**src/rtl/mem_ctrl.sv**
```systemverilog
// Byte-serialising memory controller: arbitrates MEM (priority) and IF requests and
// turns each 1-4 byte access into byte cycles on a RAM port with one-cycle read latency.
module mem_ctrl #(
    parameter int ADDR_W = 32,
    parameter int DATA_W = 32
) (
    input  logic              clk_in,
    input  logic              rst_in,
    input  logic              MEME_in,
    input  logic              MEMrw_in,
    input  logic [ADDR_W-1:0] MEMAddr_in,
    input  logic [DATA_W-1:0] MEMData_in,
    input  logic [2:0]        MEMLen_in,
    input  logic              IFE_in,
    input  logic [ADDR_W-1:0] IFAddr_in,
    output logic              MC_busy_out,
    output logic              MEM_dataE_out,
    output logic              IF_dataE_out,
    output logic [DATA_W-1:0] MC_data_out,
    input  logic [7:0]        ram_din_in,
    output logic [7:0]        ram_dout_out,
    output logic [ADDR_W-1:0] ram_a_out,
    output logic              ram_wr_out
);

    typedef enum logic [1:0] {IDLE = 2'd0, READ = 2'd1, WRITE = 2'd2, DONE = 2'd3} state_t;

    state_t            state, state_nxt;
    logic [ADDR_W-1:0] addr, addr_nxt;
    logic [DATA_W-1:0] data, data_nxt;
    logic [2:0]        len, len_nxt;
    logic [2:0]        cnt, cnt_nxt, cnt_inc;
    logic              owner, owner_nxt;
    logic [1:0]        byte_sel;
    logic              busy_nxt, mem_de_nxt, if_de_nxt, wr_nxt;
    logic [DATA_W-1:0] rdata_nxt;
    logic [7:0]        dout_nxt;
    logic [ADDR_W-1:0] a_nxt;

    function automatic logic [2:0] norm_len(input logic [2:0] l);
        if (l == 3'd0) return 3'd1;
        if (l > 3'd4)  return 3'd4;
        return l;
    endfunction

    // cnt is the index of the byte address currently on the RAM port; during READ the
    // byte arriving now belongs to index cnt-1.
    assign cnt_inc  = cnt + 3'd1;
    assign byte_sel = cnt[1:0] - 2'd1;

    always_ff @(posedge clk_in) begin
        if (!rst_in) state <= IDLE;
        else         state <= state_nxt;
    end

    always_comb begin
        state_nxt = state;
        case (state)
            IDLE: begin
                if (MEME_in)    state_nxt = MEMrw_in ? WRITE : READ;
                else if (IFE_in) state_nxt = READ;
            end
            READ:    if (cnt == len)     state_nxt = DONE;
            WRITE:   if (!(cnt_inc < len)) state_nxt = DONE;
            DONE:    state_nxt = IDLE;
            default: state_nxt = IDLE;
        endcase
    end

    always_comb begin
        addr_nxt   = addr;
        data_nxt   = data;
        len_nxt    = len;
        owner_nxt  = owner;
        cnt_nxt    = cnt;
        rdata_nxt  = MC_data_out;
        a_nxt      = '0;
        dout_nxt   = 8'd0;
        wr_nxt     = 1'b0;
        mem_de_nxt = 1'b0;
        if_de_nxt  = 1'b0;
        busy_nxt   = (state_nxt != IDLE);
        case (state)
            IDLE: begin
                if (MEME_in) begin
                    addr_nxt  = MEMAddr_in;
                    data_nxt  = MEMData_in;
                    len_nxt   = norm_len(MEMLen_in);
                    owner_nxt = 1'b0;
                    cnt_nxt   = 3'd0;
                    rdata_nxt = '0;
                    a_nxt     = MEMAddr_in;
                    wr_nxt    = MEMrw_in;
                    dout_nxt  = MEMrw_in ? MEMData_in[7:0] : 8'd0;
                end else if (IFE_in) begin
                    addr_nxt  = IFAddr_in;
                    len_nxt   = 3'd4;
                    owner_nxt = 1'b1;
                    cnt_nxt   = 3'd0;
                    rdata_nxt = '0;
                    a_nxt     = IFAddr_in;
                end
            end
            READ: begin
                if (cnt != 3'd0) rdata_nxt[{byte_sel, 3'b000} +: 8] = ram_din_in;
                if (cnt == len) begin
                    mem_de_nxt = ~owner;
                    if_de_nxt  = owner;
                end else begin
                    cnt_nxt = cnt_inc;
                    if (cnt_inc < len) a_nxt = addr + ADDR_W'(cnt_inc);
                end
            end
            WRITE: begin
                if (cnt_inc < len) begin
                    cnt_nxt  = cnt_inc;
                    a_nxt    = addr + ADDR_W'(cnt_inc);
                    dout_nxt = data[{cnt_inc[1:0], 3'b000} +: 8];
                    wr_nxt   = 1'b1;
                end else begin
                    mem_de_nxt = ~owner;
                    if_de_nxt  = owner;
                end
            end
            default: ;
        endcase
    end

    always_ff @(posedge clk_in) begin
        if (!rst_in) begin
            MC_busy_out   <= 1'b0;
            MEM_dataE_out <= 1'b0;
            IF_dataE_out  <= 1'b0;
            MC_data_out   <= '0;
            ram_a_out     <= '0;
            ram_dout_out  <= 8'd0;
            ram_wr_out    <= 1'b0;
            len           <= 3'd1;
            cnt           <= 3'd0;
            owner         <= 1'b0;
        end else begin
            MC_busy_out   <= busy_nxt;
            MEM_dataE_out <= mem_de_nxt;
            IF_dataE_out  <= if_de_nxt;
            MC_data_out   <= rdata_nxt;
            ram_a_out     <= a_nxt;
            ram_dout_out  <= dout_nxt;
            ram_wr_out    <= wr_nxt;
            len           <= len_nxt;
            cnt           <= cnt_nxt;
            owner         <= owner_nxt;
        end
    end

    always_ff @(posedge clk_in) begin
        addr <= addr_nxt;
        data <= data_nxt;
    end

endmodule

```
**config.mk**
```make
export PLATFORM = sky130hd
export DESIGN_NAME = mem_ctrl
export DESIGN_NICKNAME = d
export VERILOG_FILES = /design/src/rtl/mem_ctrl.sv
export SDC_FILE = /design/constraint.sdc
export NUM_CORES = 1
export LEC_CHECK = 0
export CORE_ASPECT_RATIO = 1.75
export CORE_MARGIN = 3
export CORE_UTILIZATION = 48
export CTS_CLUSTER_DIAMETER = 50
export DETAILED_ROUTE_END_ITERATION = 12
export MAX_ROUTING_LAYER = met4
export PLACE_DENSITY_LB_ADDON = 0.12
export SLEW_MARGIN = 20
export SYNTH_ARGS = -nofsm -noshare
export SYNTH_HDL_FRONTEND = slang
export SYNTH_SLANG_ARGS = --single-unit
```
**constraint.sdc**
```tcl
create_clock -name clk_in -period 2.93 [get_ports clk_in]
set_input_delay 0.586 -clock clk_in [delete_from_list [all_inputs] [get_ports clk_in]]
set_output_delay 0.586 -clock clk_in [all_outputs]
set_load 0.05 [all_outputs]
```
==> results.md <==
* Antenna Cells at 0
* Die area at 15,300 um2
* Clock Sinks at 149
* Post-Route WL at 16.7 mm
* Hold Path Class: register to register
* Drt pass-1 iters at 4
* Worst-path clk slew at roughly 0.070 ns
* Max-cap violations at 0
* Setup Crit Path Kind: register to register
* Count of unique library cells instantiated by Yosys at 48
* Max VDD drop at 0.542 mV
* Vias at 5,241
* Routed vias/inst at 5.43
* Antenna violations before repair at 0
* Die Span Y at between 150 and 200 um
* PwrDens at between 900 and 1000 nW/um2
* I/O Buffers at 187
* Hold violation total from the final report at 0
* Final net count at between 900 and 1,000
* CTS tree: built
* Clock skew at roughly 0.010 ns
* Highest Clock Rate at approximately 0.38 GHz
* Hold slack at 0.455 ns
* Starting Density at 49.4%
* Yosys top cell area share at just under 30%
* Sequential Area at 3620 um2
* Dpl hpwl at roughly 12 mm
* Syn nets at 715
* Setup TNS at 0 ns
* Final setup margin at 0.267 ns
* DRC viols at 0
* Place WS at roughly 0.23 ns
* Critical Path Fanout Max at 14
* Slew of the pin with the lowest slew margin at slightly above 0.8 ns
* Arr. time, crit path at 2.97 ns
* Hold buffers post-CTS at 0
* Grt total ovfl at 0
* Layout cell share with drive strength beyond 1 at between 10% and 20%
* Top sig layer: met4
* Area leader, netlist: edfxtp_1
* Tmin final at 2.66 ns
* Critical Path RT at 3.24 ns
* Final Setup Violations at 0
* Fillcell total at 1,031
* Synthesized area per cell at between 10 and 15 um2
* Detail Route met2 WL at roughly 9.4 mm
* CP startpoint kind: register
* Post-CTS Setup Inserts at 0
* Final Cell Area at around 9300 um2
* Multi-input logic area at 2830 um2
* Max-slew violations at 0
* Post-Syn Area at 6640 um2
* Area added between synthesis and finish at 40.1%
* First-pass GRT wire length at 26.7 mm
* Post-CTS Resized at 0
* CP Capture Type: register
* FF+latch count, synth at 149
* DR iter-0 viols at 202
* Root Buffer: clkbuf_16
* Core area at 13,500 um2
* DR WL met3 at 784 um
* H-tree depth at 4
* Routability cong. at 0.848
* Rows at between 50 and 60
* Dpl cell area at between 8000 and 9000 um2
* Tot Pwr at 8.48 mW
* CTS Buf Count at 17
* DRT antenna net count at 0
* Largest cells by area after synthesis: edfxtp_1, dfxtp_1, mux2_2, nand2_1, xnor2_1
* Pin count of the biggest net entering global routing at between 40 and 50
* Clock latency on the worst-skew pair at 0.42 ns
* Final std cells w/o fill at 966
* Io pins at 188
* Final worst-path cycle share at 90.9%
* Synthesis Warnings at 0
* All-Layer GR Usage at 23.2%
* RSZ-0062 raised after global routing: false
* Wl on met1 at roughly 6 mm
* Die Span X at 94.9 um
* Final Core Density at 69.2%
* Register area share after synthesis at between 50% and 60%
* Rel. slew slack at 45.4%
* Placed Cells at 934
* Leakage at between 3 and 4 nW
* Synth Instances at between 500 and 600
* Status: complete, no violations
* Vias in the first global route at 5,591
* CTS max path bufs at 2
* Routed length per instance at 17.3 um
[critical path, cell delays in order (launching register included)]
cell and delay, ns:
dfxtp_1 0.33, buf_4 0.26, ha_1 0.26, xor2_1 0.27
ha_1 0.24, a21o_1 0.22, nand2_1 0.34, nor4_1 0.40
xnor2_1 0.16, o21ai_1 0.07
[report_power, final]
part | leakage, nW | total, mW | switching (mW) | internal (mW)
clock | 0.299 | 2.24 | 0.906 | 1.33
sequential | 1.30 | 3.05 | 0.292 | 2.76
combinational | 1.66 | 3.19 | 2.04 | 1.15
[registers in the layout, summed over array words and instances (netlist names), 2 cells and up]
register	count
len	3
cnt	3
state	2
addr	32
data	32
ram_a_out	32
ram_dout_out	8
MC_data_out	32
[final timing paths]
path / cells past startpoint / slack, ns / end / from
min: 2 / 0.46 / MC_data_out[22]$_SDFFE_PN0P_ / MC_data_out[22]$_SDFFE_PN0P_
max reg2reg: 9 / 0.27 / ram_a_out[16]$_SDFF_PN0_ / cnt[0]$_SDFFE_PN0P_
max: 9 / 0.27 / ram_a_out[16]$_SDFF_PN0_ / cnt[0]$_SDFFE_PN0P_
min reg2reg: 2 / 0.46 / MC_data_out[22]$_SDFFE_PN0P_ / MC_data_out[22]$_SDFFE_PN0P_
[per-layer routing]
layer | track usage [%] | vias up
li1 | - | 2509
met4 | 12.2 | 0
met3 | 4.19 | 43
met2 | 41.7 | 171
met1 | 23.0 | 2518
met5 | - | -
[area by class of cell]
class / instances / share of cell area [%]
clock inverters: 14 / 1.76
flip-flops and latches: 149 / 38.9
repair buffers: 199 / 21.0
well taps: 174 / 2.34
multi-input cells: 395 / 30.4
inverters: 17 / 0.686
clock buffers: 18 / 4.84
[synth_stat cells, drive strengths merged]
library cell   n
a21boi        24
or2            2
and3b          1
nand4          8
o211ai         1
nand2         59
mux2i          2
a21o           3
dfxtp         85
a211oi         3
fa             1
nand2b        12
o21ai         31
and4           5
and3           2
nor4          12
mux2          32
a21oi         11
mux4           8
a211o          2
a32oi          1
clkbuf        11
and2           4
a2bb2oi        1
xor2           6
a22oi         25
ha            15
buf           15
nor2          34
xnor2         25
nand3         36
edfxtp        64
nor3          14
nor3b          1
nor2b          9
o21a           4
inv           17
nand3b         1
[cells in the final DEF, fill, tap and decap left out, types with 22 or more instances in the layout]
cell / instances
clkdlybuf4s50_1: 186
dfxtp_1: 85
edfxtp_1: 64
nand2_1: 59
nand3_1: 36
nor2_1: 33
mux2_2: 32
a22oi_1: 25
xnor2_1: 25
a21boi_1: 24
o21ai_1: 22
[cells by family after synthesis]
family	after synthesis	synth area share (%)
buffers and inverters	43	2.84
and+or+nand+nor	200	16.1
xor gates and xnor gates	31	4.09
adders and majority gates	16	3.13
DFF	149	54.5
muxes	42	8.44
AOI/OAI and AO/OA	106	10.8
No activity file was read; power rests on OpenSTA's default activity.
